==> config.mk <==
export PLATFORM = sky130hd
export DESIGN_NAME = alu
export DESIGN_NICKNAME = d
export VERILOG_FILES = /design/src/rtl/sail_microarchitecture_pkg.sv /design/src/rtl/branch_compare.sv /design/src/rtl/alu.sv
export SDC_FILE = /design/constraint.sdc
export NUM_CORES = 1
export LEC_CHECK = 0
export BUFFER_PORTS_ARGS = -buffer_cell sky130_fd_sc_hd__buf_2
export CORE_MARGIN = 1.5
export CORE_UTILIZATION = 30
export DETAILED_ROUTE_END_ITERATION = 10
export PLACE_DENSITY = 0.45
export SYNTH_ARGS = -nofsm -noshare
export SYNTH_HDL_FRONTEND = slang
export SYNTH_SLANG_ARGS = --single-unit
==> constraint.sdc <==
create_clock -name clk -period 2.05 [get_ports clk]
set_clock_uncertainty 0.05 [all_clocks]
set_input_delay 0.1025 -clock clk [delete_from_list [all_inputs] [get_ports clk]]
set_output_delay 0.1025 -clock clk [all_outputs]
set_load 0.01 [all_outputs]
==> src/rtl/sail_microarchitecture_pkg.sv <==
// Shared Sail microarchitecture defines: ALU op codes (ALUctl[3:0]) and
// branch-compare codes (ALUctl[6:4]).
package sail_microarchitecture_pkg;

    localparam logic [3:0] kSAIL_MICROARCHITECTURE_ALUCTL_3to0_AND   = 4'b0000;
    localparam logic [3:0] kSAIL_MICROARCHITECTURE_ALUCTL_3to0_OR    = 4'b0001;
    localparam logic [3:0] kSAIL_MICROARCHITECTURE_ALUCTL_3to0_ADD   = 4'b0010;
    localparam logic [3:0] kSAIL_MICROARCHITECTURE_ALUCTL_3to0_SRL   = 4'b0011;
    localparam logic [3:0] kSAIL_MICROARCHITECTURE_ALUCTL_3to0_SRA   = 4'b0100;
    localparam logic [3:0] kSAIL_MICROARCHITECTURE_ALUCTL_3to0_SLL   = 4'b0101;
    localparam logic [3:0] kSAIL_MICROARCHITECTURE_ALUCTL_3to0_SUB   = 4'b0110;
    localparam logic [3:0] kSAIL_MICROARCHITECTURE_ALUCTL_3to0_SLT   = 4'b0111;
    localparam logic [3:0] kSAIL_MICROARCHITECTURE_ALUCTL_3to0_XOR   = 4'b1000;
    localparam logic [3:0] kSAIL_MICROARCHITECTURE_ALUCTL_3to0_CSRRW = 4'b1001;
    localparam logic [3:0] kSAIL_MICROARCHITECTURE_ALUCTL_3to0_CSRRS = 4'b1010;
    localparam logic [3:0] kSAIL_MICROARCHITECTURE_ALUCTL_3to0_CSRRC = 4'b1011;
    localparam logic [3:0] kSAIL_MICROARCHITECTURE_ALUCTL_3to0_SLTU  = 4'b1100;

    localparam logic [2:0] kSAIL_MICROARCHITECTURE_ALUCTL_6to4_NONE  = 3'b000;
    localparam logic [2:0] kSAIL_MICROARCHITECTURE_ALUCTL_6to4_BEQ   = 3'b001;
    localparam logic [2:0] kSAIL_MICROARCHITECTURE_ALUCTL_6to4_BNE   = 3'b010;
    localparam logic [2:0] kSAIL_MICROARCHITECTURE_ALUCTL_6to4_BLT   = 3'b011;
    localparam logic [2:0] kSAIL_MICROARCHITECTURE_ALUCTL_6to4_BGE   = 3'b100;
    localparam logic [2:0] kSAIL_MICROARCHITECTURE_ALUCTL_6to4_BLTU  = 3'b101;
    localparam logic [2:0] kSAIL_MICROARCHITECTURE_ALUCTL_6to4_BGEU  = 3'b110;
    localparam logic [2:0] kSAIL_MICROARCHITECTURE_ALUCTL_6to4_RSVD  = 3'b111;

endpackage

==> src/rtl/branch_compare.sv <==
// Purely combinational branch comparator; looks only at the operands and
// the branch code, never at the ALU op.
module branch_compare
    import sail_microarchitecture_pkg::*;
(
    input  logic [2:0]  br_code,
    input  logic [31:0] a,
    input  logic [31:0] b,
    output logic        taken
);

    logic eq;
    logic lt_s;
    logic lt_u;

    assign eq   = (a == b);
    assign lt_s = ($signed(a) < $signed(b));
    assign lt_u = (a < b);

    always_comb begin
        taken = 1'b0;
        case (br_code)
            kSAIL_MICROARCHITECTURE_ALUCTL_6to4_BEQ:  taken = eq;
            kSAIL_MICROARCHITECTURE_ALUCTL_6to4_BNE:  taken = !eq;
            kSAIL_MICROARCHITECTURE_ALUCTL_6to4_BLT:  taken = lt_s;
            kSAIL_MICROARCHITECTURE_ALUCTL_6to4_BGE:  taken = !lt_s;
            kSAIL_MICROARCHITECTURE_ALUCTL_6to4_BLTU: taken = lt_u;
            kSAIL_MICROARCHITECTURE_ALUCTL_6to4_BGEU: taken = !lt_u;
            default:                                  taken = 1'b0;
        endcase
    end

endmodule

==> src/rtl/alu.sv <==
// 32-bit ALU with registered result and branch-taken flag (1-cycle latency).
// Op mux and output registers live here; branch compare is a sub-module.
module alu
    import sail_microarchitecture_pkg::*;
(
    input  logic        clk,
    input  logic        rst,
    input  logic [6:0]  ALUctl,
    input  logic [31:0] A,
    input  logic [31:0] B,
    output logic [31:0] ALUOut,
    output logic        Branch_Enable
);

    logic [3:0]  op;
    logic [2:0]  br_code;
    logic [4:0]  shamt;
    logic [31:0] result;
    logic        taken;

    assign op      = ALUctl[3:0];
    assign br_code = ALUctl[6:4];
    assign shamt   = B[4:0];

    always_comb begin
        result = 32'd0;
        case (op)
            kSAIL_MICROARCHITECTURE_ALUCTL_3to0_AND:   result = A & B;
            kSAIL_MICROARCHITECTURE_ALUCTL_3to0_OR:    result = A | B;
            kSAIL_MICROARCHITECTURE_ALUCTL_3to0_ADD:   result = A + B;
            kSAIL_MICROARCHITECTURE_ALUCTL_3to0_SRL:   result = A >> shamt;
            kSAIL_MICROARCHITECTURE_ALUCTL_3to0_SRA:   result = $signed(A) >>> shamt;
            kSAIL_MICROARCHITECTURE_ALUCTL_3to0_SLL:   result = A << shamt;
            kSAIL_MICROARCHITECTURE_ALUCTL_3to0_SUB:   result = A - B;
            kSAIL_MICROARCHITECTURE_ALUCTL_3to0_SLT:   result = {31'd0, $signed(A) < $signed(B)};
            kSAIL_MICROARCHITECTURE_ALUCTL_3to0_XOR:   result = A ^ B;
            kSAIL_MICROARCHITECTURE_ALUCTL_3to0_CSRRW: result = A;
            kSAIL_MICROARCHITECTURE_ALUCTL_3to0_CSRRS: result = A | B;
            kSAIL_MICROARCHITECTURE_ALUCTL_3to0_CSRRC: result = (~A) & B;
            kSAIL_MICROARCHITECTURE_ALUCTL_3to0_SLTU:  result = {31'd0, A < B};
            default:                                   result = 32'd0;
        endcase
    end

    branch_compare u_branch_compare (
        .br_code (br_code),
        .a       (A),
        .b       (B),
        .taken   (taken)
    );

    always_ff @(posedge clk or posedge rst) begin
        if (rst) begin
            ALUOut        <= 32'd0;
            Branch_Enable <= 1'b0;
        end else begin
            ALUOut        <= result;
            Branch_Enable <= taken;
        end
    end

endmodule

==> metrics, run 1 <==
Die X-Extent 187 um; Least-Margin Pin Slew 0.630 ns; max-slew violation count 0; H-tree Lvls 2; DIE AREA 35000 um2; setup violators final 31; area grow syn2layout 73.7%; post-DP HPWL 48100 um; most frequent cell after synthesis nor2_1; Rel. slew slack 57.4%; Critical Path Sink Type flop; syn nets between 1500 and 2000; final hold violations 0; post-placement cell count about 2400; worst endpoint required time 2.19 ns; largest net degree at the start of global routing between 40 and 50; Simple-Gate Fraction of Synth Area 18.4%; Non-Filler Instances 2495; Synth Instances 1430; EDFF count, synth 0; shortest period the worst path allows 2.66 ns; DRT iter0 DRCs 1505; fin crit share 130%; grt total ovfl 0; proportion of layout cells with a drive suffix above 1 49.5%; Synth area leaders ha_1, dfrtp_1, a21oi_1; antenna viol nets, final 0; DRC 0; Peak VDD IR around 320 uV; post-synthesis compound-gate area fraction 36.9%; CTS tree built; hold depth 4; ys async rst share 100%; WL/cell 24.4 um; DR pass1 iterations 7; Die Ht between 150 and 200 um; Mapped Area around 10000 um2; CP Data Arrival Time 2.80 ns; post-synthesis mux area share 12.5%; RSZ-0062 raised after global routing yes; Distinct cells, synth between 90 and 100; failing checks negative setup slack; final setup margin -0.607 ns; Synth top cells by count nor2_1, a21oi_1, nand2_1; post-synthesis xor/xnor area fraction about 2.2%; row cnt between 60 and 70; # IOs 106; synthesized flop and latch total 33; Lkg Pwr around 0.0081 uW; syn avg cell area 7.12 um2; Buffers on Ports ~110; max-cap violations 0; Placer Congestion 1.01; Power Density 378 nW/um2; ys flop type dfrtp_1; global-route wire length before repair 88100 um; startpoint types input pin; main combinational cell family by area after synthesis compound AO/OA/AOI/OAI gates; outcome complete, but fails checks; Initial Utilization 30.4%; Core ar. 33400 um2; GRT Util Overall 33.6%; clock root buffer clkbuf_16; clk slew on worst S/H paths 0.07 ns; WL final 60800 um; Num CTS Buffers 5; sequential fraction of the synthesis area 8.12%; Synth top area share 11.9%; adder-cell share of the synthesized area between 10% and 20%; crit-path max FO 4; vias in the first global route 13700; Max Clk Rate between 0.3 and 0.4 GHz; fin nets 2218; total of warnings raised by yosys 0; clock sink total 33; initial antenna violation count 1; CTS Buffer Depth 2; Synth area leader ha_1; WHS 0.105 ns; ant diodes 0; vias 14500; Hold WC Path Type in2reg; drt via density around 5.8; crit path kind in2reg
==> registers in the layout, indices dropped and copies added (netlist names) <==
signal / flops
ALUOut: 32
Branch_Enable: 1
==> area by class of cell <==
cell class                 instances  area, um2
multi-input combinational       1167       9880
clock buffer                       7        153
sequential                        33        826
clock inverter                     1       5.00
timing repair buffer             734       5810
fill                            3264      15800
inverter                         105        438
tap                              448        561
==> layer usage <==
metal / vias up / global-route usage, % / wire length, um
met5: - / 0 / 11
met2: 700 / 49.9 / 26000
met4: 2 / 11.6 / 2230
li1: 6572 / - / -
met3: 104 / 4.03 / 4880
met1: 7072 / 49.6 / 27600
==> cells by family after synthesis <==
| group | Yosys count |
|---|---|
| AOI/OAI and AO/OA | 549 |
| xor gates and xnor gates | 25 |
| adders and majority gates | 99 |
| buffers and inverters | 230 |
| DFF | 33 |
| muxes | 90 |
| and+or+nand+nor | 404 |
==> path summary, 6_finish.rpt <==
path / startpoint / endpoint / slack (ns)
worst max-delay path: B[1] / ALUOut[23] / -0.61
worst min-delay path: ALUctl[6] / Branch_Enable / 0.10
max in group asynchronous: rst / ALUOut[7] / 1.17
min in group asynchronous: rst / ALUOut[0] / 0.27
==> power by group <==
part | total (uW) | switching [uW] | internal [uW]
logic | 4990 | 2630 | 2360
clock network | 895 | 377 | 517
registers | 805 | 47.0 | 758
==> cell usage in the layout, fill, tap and decap left out, types with 25 or more instances in the layout <==
master / count
ha_1: 75
a21o_1: 25
buf_4: 568
buf_12: 27
mux4_2: 28
a21oi_1: 127
o211ai_1: 29
mux2i_1: 37
nor2_1: 146
buf_6: 34
dfrtp_1: 33
nand2_1: 101
o21ai_0: 59
inv_1: 88
buf_2: 99
==> timing repair <==
| action | 4_1_cts | 5_1_grt |
|---|---|---|
| gates resized for setup | 197 | 117 |
| buffers inserted | 42 | 28 |
| hold buffers | 1 | 0 |
| setup endpoints to repair | 31 | 33 |
| pin swaps | 77 | 71 |
| cloned | 2 | 1 |
| endpoints found under the hold margin | 10 | 0 |
==> metrics by stage <==
stage | worst slack, ns | utilization [%] | power, uW | setup TNS, ns | cell area [um2]
3_5_place_dp | -1.10 | 46.3 | 4940 | -25.11 | 15500
6_report | -0.607 | 52.8 | 6680 | -10.73 | 17700
2_1_floorplan | -0.700 | - | 2790 | -9.04 | 10600
5_1_grt | -0.658 | 52.8 | 6990 | -12.72 | 17700
4_1_cts | -0.638 | 50.4 | 6310 | -7.92 | 16900
3_3_place_gp | -1.15 | 46.3 | 4950 | -25.06 | 15500
==> worst max-delay path, cell delays in order <==
cell and delay, ns:
buf_12 0.08, clkinvlp_4 0.10, ha_4 0.27, buf_12 0.13, a211oi_4 0.28, o21bai_4 0.14, o211ai_4 0.22, buf_6 0.13
a21boi_4 0.05, o31a_1 0.38, buf_6 0.16, nand2_4 0.04, nand2_2 0.04, a221o_1 0.32, a221o_1 0.34
Power figures use the tool's default switching activity.
==> run 2, diff against run 1 <==
--- a/config.mk
+++ b/config.mk
@@ -12,4 +12,5 @@
 export PLACE_DENSITY = 0.45
 export SYNTH_ARGS = -nofsm -noshare
 export SYNTH_HDL_FRONTEND = slang
+export SYNTH_HIERARCHICAL = 1
 export SYNTH_SLANG_ARGS = --single-unit
==> metrics, run 2 <==
outcome complete, but fails checks (unchanged); failing checks design-rule violations, negative setup slack (was negative setup slack); adder-cell share of the synthesized area 15.0% (was 12.3%); max-cap violations 0 (unchanged); commonest non-fill, non-tap cell in the layout buf_4 (unchanged); Die Ht 194 um (was 187 um); fin crit share 135% (was 130%); commonest cells after routing, fill and taps aside buf_4, nor2_1, a21oi_1, inv_1, ha_1 (was buf_4, nor2_1, a21oi_1, nand2_1, buf_2); Final Power 6690 uW (was 6680 uW); CP Data Arrival Time 2.92 ns (was 2.80 ns); Lkg Pwr 0.00810 uW (was 0.00807 uW); Largest regs ALUOut x32, Branch_Enable x1 (unchanged); Power Density 381 nW/um2 (was 378 nW/um2); post-DP HPWL 45500 um (was 48100 um); clock sink total 33 (unchanged); Peak VDD IR 550 uV (was 322 uV); clk slew on worst S/H paths 0.07 ns (about the same); final hold violations 0 (unchanged); startpoint types input pin (unchanged); Num CTS Buffers 5 (unchanged); shortest period the worst path allows 2.76 ns (was 2.66 ns); WHS 0.0480 ns (was 0.105 ns); WL/cell 24.0 um (was 24.4 um); most flop-heavy register ALUOut (unchanged); area grow syn2layout 60.7% (was 73.7%); Placer Congestion 0.963 (was 1.01); Core ar. 35700 um2 (was 33400 um2); total of warnings raised by yosys 6 (was 0); Synth area leader ha_1 (unchanged); synthesized flop and latch total 33 (unchanged); syn nets 1701 (was 1602); GRT Util Overall 31.1% (was 33.6%); Synth top cells by count nor2_1, a21oi_1, ha_1 (was nor2_1, a21oi_1, nand2_1); vias 14600 (was 14500); CTS tree built (unchanged); syn avg cell area 7.31 um2 (was 7.12 um2); initial antenna violation count 0 (was 1); Mapped Area 11000 um2 (was 10200 um2); DIE AREA 37700 um2 (was 35000 um2); DRT iter0 DRCs 1671 (was 1505); Simple-Gate Fraction of Synth Area 18.0% (was 18.4%); Synth top area share 14.6% (was 11.9%); ant diodes 0 (unchanged); drt via density 5.82 (was 5.79); crit-path max FO 2 (was 4); CTS Buffer Depth 2 (unchanged); post-synthesis mux area share 15.4% (was 12.5%); DR pass1 iterations 8 (was 7); WL final 60200 um (was 60800 um); ys flop type dfrtp_1 (unchanged); largest net degree at the start of global routing 66 (was 45); sequential fraction of the synthesis area 7.54% (was 8.12%); Critical Path Sink Type flop (unchanged); Synth area leaders ha_1, mux4_2, dfrtp_1 (was ha_1, dfrtp_1, a21oi_1); Max Clk Rate 0.362 GHz (was 0.376 GHz); final setup margin -0.711 ns (was -0.607 ns); EDFF count, synth 0 (unchanged); main combinational cell family by area after synthesis compound AO/OA/AOI/OAI gates (unchanged); vias in the first global route 14200 (was 13700); Distinct cells, synth 99 (was 96); max-slew violation count 0 (unchanged); most frequent cell after synthesis nor2_1 (unchanged); Buffers on Ports 105 (unchanged); proportion of layout cells with a drive suffix above 1 45.5% (was 49.5%); clock root buffer clkbuf_16 (unchanged); max reg flops 32 (unchanged); Synth Instances 1498 (was 1430); DRC 3 (was 0); post-synthesis xor/xnor area fraction 0.0800% (was 2.15%); setup violators final 30 (was 31); Least-Margin Pin Slew 0.687 ns (was 0.630 ns); Hold WC Path Type in2reg (unchanged); Rel. slew slack 54.2% (was 57.4%); ys async rst share 100% (unchanged); post-synthesis compound-gate area fraction 33.9% (was 36.9%); H-tree Lvls 2 (unchanged); RSZ-0062 raised after global routing yes (unchanged); crit path kind in2reg (unchanged); grt total ovfl 0 (unchanged); global-route wire length before repair 88700 um (was 88100 um); Initial Utilization 30.6% (was 30.4%); total negative slack -10.90 ns (was -10.73 ns); Die X-Extent 194 um (was 187 um); antenna viol nets, final 0 (unchanged); fin nets 2246 (was 2218); row cnt 69 (was 67); post-place setup slack -1.24 ns (was -1.10 ns); worst endpoint required time 2.21 ns (was 2.19 ns); # IOs 106 (unchanged)
## run 2: changes by cell type after synthesis, sizes merged, moves of 13 or more
cell    change
mux2i      -25
xnor2      -22
ha         +31
inv        +25
buf        -16
clkbuf     +24
o21ai      +14
a211oi     -13
mux4       +31
a31oi      -13
## run 2: metrics by stage
step / cell area (um2) / util, % / cells
global route: 17600 / 49.2 / 2505
detailed placement: 15400 / 43.2 / 2424
finish: 17600 / 49.2 / 2505
floorplan: 11300 / - / 1498
global placement: 15400 / 43.2 / 2424
CTS: 17000 / 47.6 / 2478
## run 2: repair_timing
item / in CTS / in global routing
resized for setup: 207 / 79
pin swaps: 71 / 53
buffers inserted: 43 / 29
hold buffers: 1 / 0
cloned: 5 / 2
endpoints found under the setup margin: 32 / 32
endpoints found under the hold margin: 8 / 0
## run 2: layout make-up
type	count	area (um2)
inverters	133	537
multi-input cells	1199	10100
clock inverters	2	37.5
flip-flops and latches	33	826
clock buffers	6	139
well taps	461	577
fillers	3596	18100
repair buffers	671	5410
## run 2: cell families (layout without fill, tap and decap cells)
| family | after synthesis | in the layout |
|---|---|---|
| buffers and inverters | 266 | 812 |
| and+or+nand+nor | 433 | 433 |
| AOI/OAI and AO/OA | 541 | 541 |
| muxes | 94 | 94 |
| xor gates and xnor gates | 1 | 1 |
| adders and majority gates | 130 | 130 |
| DFF | 33 | 33 |
## run 2: critical path: stages
cell and delay, ns:
buf_8 0.10, inv_4 0.05, ha_4 0.13, inv_2 0.03
fa_2 0.33, nor2b_4 0.14, o311ai_2 0.22, buf_4 0.18
o2111ai_4 0.13, buf_6 0.17, a211oi_4 0.36, nor3_2 0.09
nor2_1 0.15, a2bb2oi_1 0.18, a21oi_1 0.08, or4_1 0.47
## run 2: where the power goes
group	switching [uW]	internal (uW)	total, uW
combinational	2530	2290	4820
sequential	43.7	757	801
clock	459	611	1070
## run 2: path summary, 6_finish.rpt
check,start,endpoint,slack (ns),cells after the start
worst max-delay path,A[0],ALUOut[18],-0.71,16
worst min-delay path,ALUctl[6],Branch_Enable,0.05,3
max in group asynchronous,rst,Branch_Enable,1.19,4
min in group asynchronous,rst,ALUOut[17],0.20,3
## run 2: per-layer routing
layer | up-vias | part of all wire [%] | GRT usage (%)
li1 | 6683 | - | -
met1 | 7052 | 42 | 41.2
met2 | 721 | 45 | 49.5
met3 | 127 | 8.7 | 6.91
met4 | 0 | 4.2 | 11.3
met5 | - | 0 | 0
